==> config.mk <==
export PLATFORM = sky130hd
export DESIGN_NAME = uart_pkt_parser
export DESIGN_NICKNAME = d
export VERILOG_FILES = /design/src/rtl/uart_pkt_pkg.sv /design/src/rtl/uart_pkt_timeout.sv /design/src/rtl/uart_pkt_parser.sv
export SDC_FILE = /design/constraint.sdc
export NUM_CORES = 1
export LEC_CHECK = 0
export BUFFER_PORTS_ARGS = -buffer_cell sky130_fd_sc_hd__buf_2
export CORE_MARGIN = 2
export CORE_UTILIZATION = 59
export DETAILED_ROUTE_END_ITERATION = 10
export PLACE_DENSITY = 0.82
export SETUP_SLACK_MARGIN = 0.15
export SYNTH_ARGS = -nofsm -noshare
export SYNTH_HDL_FRONTEND = slang
export SYNTH_SLANG_ARGS = --single-unit
==> constraint.sdc <==
create_clock -name clk -period 2.9 [get_ports clk]
set_clock_uncertainty 0.2 [all_clocks]
set_input_delay 0.29 -clock clk [delete_from_list [all_inputs] [get_ports clk]]
set_output_delay 0.29 -clock clk [all_outputs]
set_load 0.01 [all_outputs]
==> src/rtl/uart_pkt_pkg.sv <==
// Shared types and constants for the UART packet parser.
package uart_pkt_pkg;

  typedef enum logic [1:0] {
    HUNT,
    LEN,
    PAYLOAD,
    CSUM
  } state_t;

  localparam logic [1:0] ST_OK       = 2'd0;
  localparam logic [1:0] ST_CSUM_ERR = 2'd1;
  localparam logic [1:0] ST_LEN_ERR  = 2'd2;
  localparam logic [1:0] ST_LINE_ERR = 2'd3;

  localparam logic [7:0] SOF_BYTE_DEFAULT = 8'hA5;

  // Saturating 16-bit increment for the statistics counters.
  function automatic logic [15:0] sat_inc16(input logic [15:0] v);
    return (v == 16'hFFFF) ? v : v + 16'd1;
  endfunction

endpackage

==> src/rtl/uart_pkt_timeout.sv <==
// Inter-byte idle counter: clearable, loadable, flags expiry at TIMEOUT_CYC.
module uart_pkt_timeout #(
  parameter int unsigned TIMEOUT_CYC = 100000,
  localparam int unsigned CW = $clog2(TIMEOUT_CYC + 1)
) (
  input  logic          clk,
  input  logic          rst,
  input  logic          clr,
  input  logic          load,
  input  logic [CW-1:0] load_val,
  input  logic          inc,
  output logic          expired
);

  logic [CW-1:0] cnt;

  assign expired = (cnt >= CW'(TIMEOUT_CYC));

  // Count idle cycles, holding at the expiry value until cleared.
  always_ff @(posedge clk or posedge rst) begin
    if (rst) begin
      cnt <= '0;
    end else if (clr) begin
      cnt <= '0;
    end else if (load) begin
      cnt <= load_val;
    end else if (inc && !expired) begin
      cnt <= cnt + CW'(1);
    end
  end

endmodule

==> src/rtl/uart_pkt_parser.sv <==
// Framed packet parser (SOF, LEN, PAYLOAD[LEN], CSUM) on the RX FIFO read port.
// Optional statistics counters: define UART_PKT_ERR_CNT_EN.
module uart_pkt_parser
  import uart_pkt_pkg::*;
#(
  parameter int unsigned       N_BIT       = 8,
  parameter logic [N_BIT-1:0]  SOF_BYTE    = N_BIT'(SOF_BYTE_DEFAULT),
  parameter int unsigned       MAX_LEN     = 64,
  parameter int unsigned       TIMEOUT_CYC = 100000
) (
  input  logic             clk,
  input  logic             rst,
  input  logic             rx_empty,
  output logic             rx_rd_en,
  input  logic [N_BIT-1:0] rx_rd_data,
  input  logic             rx_parity_error,
  input  logic             rx_frame_error,
  output logic [N_BIT-1:0] out_data,
  output logic             out_valid,
  output logic             out_last,
  input  logic             out_ready,
  output logic             pkt_done,
  output logic [1:0]       pkt_status
`ifdef UART_PKT_ERR_CNT_EN
  ,
  output logic [15:0]      ok_cnt,
  output logic [15:0]      csum_err_cnt,
  output logic [15:0]      len_err_cnt,
  output logic [15:0]      line_err_cnt
`endif
);

  localparam int unsigned TCW = $clog2(TIMEOUT_CYC + 1);

  state_t           state, state_nxt;
  logic             in_flight;
  logic [N_BIT-1:0] csum, csum_nxt;
  logic [N_BIT-1:0] remain, remain_nxt;
  logic             capture, line_err, can_absorb;
  logic             tmo_clr, tmo_inc, tmo_expired;
  logic             load_out, load_last, done_nxt;
  logic [1:0]       status_nxt;

  assign capture    = in_flight;
  assign line_err   = rx_parity_error | rx_frame_error;
  // The output register is free by the capture cycle if it is free (or draining) now.
  assign can_absorb = (state != PAYLOAD) || !out_valid || out_ready;
  assign rx_rd_en   = !rst && !rx_empty && !in_flight && can_absorb;

  assign tmo_clr = capture || (state == HUNT);
  assign tmo_inc = (state != HUNT) && rx_empty && !in_flight;

  uart_pkt_timeout #(.TIMEOUT_CYC(TIMEOUT_CYC)) u_timeout (
    .clk      (clk),
    .rst      (rst),
    .clr      (tmo_clr),
    .load     (1'b0),
    .load_val ({TCW{1'b0}}),
    .inc      (tmo_inc),
    .expired  (tmo_expired)
  );

  // FSM state register.
  always_ff @(posedge clk or posedge rst) begin
    if (rst) state <= HUNT;
    else     state <= state_nxt;
  end

  // Next-state and per-byte datapath decisions; a capture outranks timeout expiry.
  always_comb begin
    state_nxt  = state;
    csum_nxt   = csum;
    remain_nxt = remain;
    load_out   = 1'b0;
    load_last  = 1'b0;
    done_nxt   = 1'b0;
    status_nxt = ST_OK;
    if ((state != HUNT) && ((capture && line_err) || (!capture && tmo_expired))) begin
      done_nxt   = 1'b1;
      status_nxt = ST_LINE_ERR;
      state_nxt  = HUNT;
    end else if (capture) begin
      case (state)
        HUNT: begin
          if (!line_err && (rx_rd_data == SOF_BYTE)) begin
            state_nxt = LEN;
            csum_nxt  = '0;
          end
        end
        LEN: begin
          if ((rx_rd_data == '0) || (rx_rd_data > N_BIT'(MAX_LEN))) begin
            done_nxt   = 1'b1;
            status_nxt = ST_LEN_ERR;
            state_nxt  = HUNT;
          end else begin
            remain_nxt = rx_rd_data;
            csum_nxt   = rx_rd_data;
            state_nxt  = PAYLOAD;
          end
        end
        PAYLOAD: begin
          load_out   = 1'b1;
          load_last  = (remain == N_BIT'(1));
          csum_nxt   = csum ^ rx_rd_data;
          remain_nxt = remain - N_BIT'(1);
          if (remain == N_BIT'(1)) state_nxt = CSUM;
        end
        CSUM: begin
          done_nxt   = 1'b1;
          status_nxt = (rx_rd_data == csum) ? ST_OK : ST_CSUM_ERR;
          state_nxt  = HUNT;
        end
        default: state_nxt = HUNT;
      endcase
    end
  end

  // Read tracking, checksum/count, status pulse and output holding register.
  always_ff @(posedge clk or posedge rst) begin
    if (rst) begin
      in_flight  <= 1'b0;
      csum       <= '0;
      remain     <= '0;
      pkt_done   <= 1'b0;
      pkt_status <= ST_OK;
      out_data   <= '0;
      out_valid  <= 1'b0;
      out_last   <= 1'b0;
    end else begin
      in_flight  <= rx_rd_en;
      csum       <= csum_nxt;
      remain     <= remain_nxt;
      pkt_done   <= done_nxt;
      pkt_status <= done_nxt ? status_nxt : ST_OK;
      if (load_out) begin
        out_data  <= rx_rd_data;
        out_valid <= 1'b1;
        out_last  <= load_last;
      end else if (out_valid && out_ready) begin
        out_valid <= 1'b0;
        out_last  <= 1'b0;
      end
    end
  end

`ifdef UART_PKT_ERR_CNT_EN
  // Per-status packet counters, saturating.
  always_ff @(posedge clk or posedge rst) begin
    if (rst) begin
      ok_cnt       <= '0;
      csum_err_cnt <= '0;
      len_err_cnt  <= '0;
      line_err_cnt <= '0;
    end else if (pkt_done) begin
      case (pkt_status)
        ST_OK:       ok_cnt       <= sat_inc16(ok_cnt);
        ST_CSUM_ERR: csum_err_cnt <= sat_inc16(csum_err_cnt);
        ST_LEN_ERR:  len_err_cnt  <= sat_inc16(len_err_cnt);
        default:     line_err_cnt <= sat_inc16(line_err_cnt);
      endcase
    end
  end
`endif

endmodule

==> results.cfg <==
[routing]
maxUsedRoutingLayer = met4
drc = 0
routedWlPerCell_um = 16.6
wl_met2_um = 3220
ant_nets = 0
dr.pass1.iters = 6
drt-initial-drc-count = 273
route.met3.wl_um = 441
wl_um = 6760
drt-met1-wl_um = 3020
vias = 2576
vias_per_cell = 6.31

[pwr]
p_int_mw = 1.28
comb_power_share = 0.328
p_clk_frac = 0.220
p_total_mw = 2.04
leakagePower_nw = 1.43
power_density_mw_per_mm2 = 627
ir_worst_vdd_uv = 397
switchingPower_mw = 0.759
swShare = 0.373
seqPwrFrac = 0.452

[worst_setup_path]
slowest_delay_ps = 530
crit_type = reg2out
cp_data_arrival_time_ps = 1970
r2r_cells = 6
crit_slowest_cell = a2111oi_0
critPathLaunchType = register
path_delay_family = compound AO/OA/AOI/OAI gates
crit_chain = inv_1 -> ha_1 -> buf_4 -> a2111oi_0 -> buf_2
end_kind = output pin
critPathMaxFanout = 8
crit_buf_inv = 3
required_ps = 2410
cp.depth = 5

[clock_network]
cts.sinks = 49
clk_pin_slew_ps = 90
cts_setup_buffers = 0
cts_buffer_depth = 2
post_cts_resized = 0
cts.hold.buffers_added = 1
root_buffer = clkbuf_8
numCtsBuffers = 5
htreeDepth = 2
cts_tree = yes
clkLatencyLatePin_ps = 310

[run]
maxCapViolCount = 0

[logic_synthesis]
synth_area_leaders = dfrtp_1 (42%), a21oi_1 (3.7%), ha_1 (3.4%)
synthCells = 316
async_flop_share = 1.00
synth-edff-count = 0
yosysMostFrequentCell = dfrtp_1
syn_area_per_cell_um2 = 9.30
synth_cell_types = 51
yosys_warnings = 0
ys_top_cells_by_count = dfrtp_1 (49), a21oi_1 (22), nand2_1 (20)
ys_seq_area_frac = 0.417
syn_nets = 338
synth_top_area_frac = 0.417
ys_seq_elements = 49
ys.flop_type = dfrtp_1
syn-cell-area_mm2 = 0.00294
synth_top_area_cell = dfrtp_1

[sta]
post-route-period-util = 0.848
setup_viol = 0
relSlewSlack = 0.552
post-route-min-period_ps = 2460
max_freq_mhz = 407
setup_tns_ps = 0
rsz0062_at_grt = no
tightestPinTransition_ps = 667
slew_viol_final = 0
hold_viol_final = 0

[global_routing]
antenna_found_initial = 0
grt-ovfl-total = 0
grt_max_degree = 25
grt_pass1_vias = 2418
grtUsageTotal = 0.272
grt_first_pass_wirelength_um = 11600

[hold_path]
hold_class = in2reg
worstHoldPathCells = 4

[floorplan]
fp.dieH_um = 74.6
fp.dieW_um = 74.6
start_util = 0.618
rows = 25
core-area_mm2 = 0.00475
ios = 28
dieArea_mm2 = 0.00556

[placed_design]
gp_congestion = 0.845
io_buffers = 27
dp_hpwl_um = 4740

[finish]
areaGrowthSynthToFinish_pct = 10.4
final_nets = 362
diodes = 0
fillers = 388
final_layout_size_suffix_gt1_frac = 0.170

[run_status]
status = completed
[worst paths after layout]
path | startpoint | endpoint | slack (ps)
worst max-delay path | state[0] | rx_rd_en | 440
worst min-delay path | out_ready | out_last | 80
worst min register to register | out_last | out_last | 310
max in group asynchronous | rst | remain[1] | 1530
worst max register to register | state[0] | csum[4] | 490
min in group asynchronous | rst | capture | 370
[per-layer routing]
metal,vias up,global-route usage
met1,1232,0.369
li1,1244,-
met5,-,0
met3,10,0.0596
met4,0,0.0774
met2,90,0.440
[placed cells by master (no fill, tap or decap), types with 5 or more instances in the layout]
cell and n:
dfrtp_1 49, nor3_1 9, o21ai_0 17, inv_1 13
a21o_1 6, buf_4 7, o31ai_1 12, nand4_1 10
mux2_2 8, nor2_1 14, a21oi_1 22, xor2_1 6
a31oi_1 5, nand2_1 20, clkbuf_8 7, nand2b_1 5
nand3_1 16, ha_1 8, or4_1 10, or3_1 5
nor2b_1 5, mux2i_1 6, o2bb2ai_1 5, o211ai_1 5
buf_2 27
[worst reg2reg max path: cells and delay by family, from the launching register on]
| family | cells | cell delay, ps |
|---|---|---|
| adders and majority gates | 1 | 280 |
| DFF | 1 | 420 |
| AOI/OAI and AO/OA | 3 | 650 |
| buffers and inverters | 1 | 120 |
| and+or+nand+nor | 1 | 690 |
[cell families (layout without fill, tap and decap cells)]
logic type | count (synthesis) | after routing | share of synthesized area
AOI/OAI and AO/OA | 96 | 96 | 0.224
and+or+nand+nor | 109 | 109 | 0.206
xor gates and xnor gates | 8 | 8 | 0.0238
buffers and inverters | 32 | 57 | 0.0443
adders and majority gates | 8 | 8 | 0.0340
muxes | 14 | 14 | 0.0511
DFF | 49 | 49 | 0.417
[power by group through the flow]
stage          registers (mW)  clock network, mW  logic (mW)
6_report                0.920              0.448       0.669
5_1_grt                 0.939              0.483       0.753
4_1_cts                 0.916              0.455       0.663
3_5_place_dp            0.928                  0       0.658
3_3_place_gp            0.923                  0       0.640
2_1_floorplan           0.904                  0       0.502
[state kept, by name (all words and copies together) (netlist names)]
name and cells:
remain 8, pkt_done 1, pkt_status 2, csum 8, out_last 1, out_valid 1, u_timeout.cnt 17, state 2
capture 1, out_data 8
[layout make-up]
class	instances	area [µm²]	area share
multi-input combinational	235	1580	0.488
sequential	49	1230	0.378
timing repair buffer	35	198	0.0609
clock buffer	7	96.3	0.0297
tap	67	83.8	0.0258
inverter	14	52.6	0.0162
clock inverter	1	5.00	0.00154
[per-stage QoR]
stage | hold WS [ps] | area [µm²] | util | worst slack [ps] | cells
floorplan | 241 | 2940 | - | 646 | 316
global placement | 161 | 3130 | 0.659 | 587 | 399
detailed placement | 157 | 3130 | 0.659 | 492 | 399
CTS | 84.7 | 3250 | 0.683 | 451 | 408
global route | 99.7 | 3250 | 0.683 | 304 | 408
finish | 84.9 | 3250 | 0.683 | 442 | 408
Power figures use the tool's default switching activity.
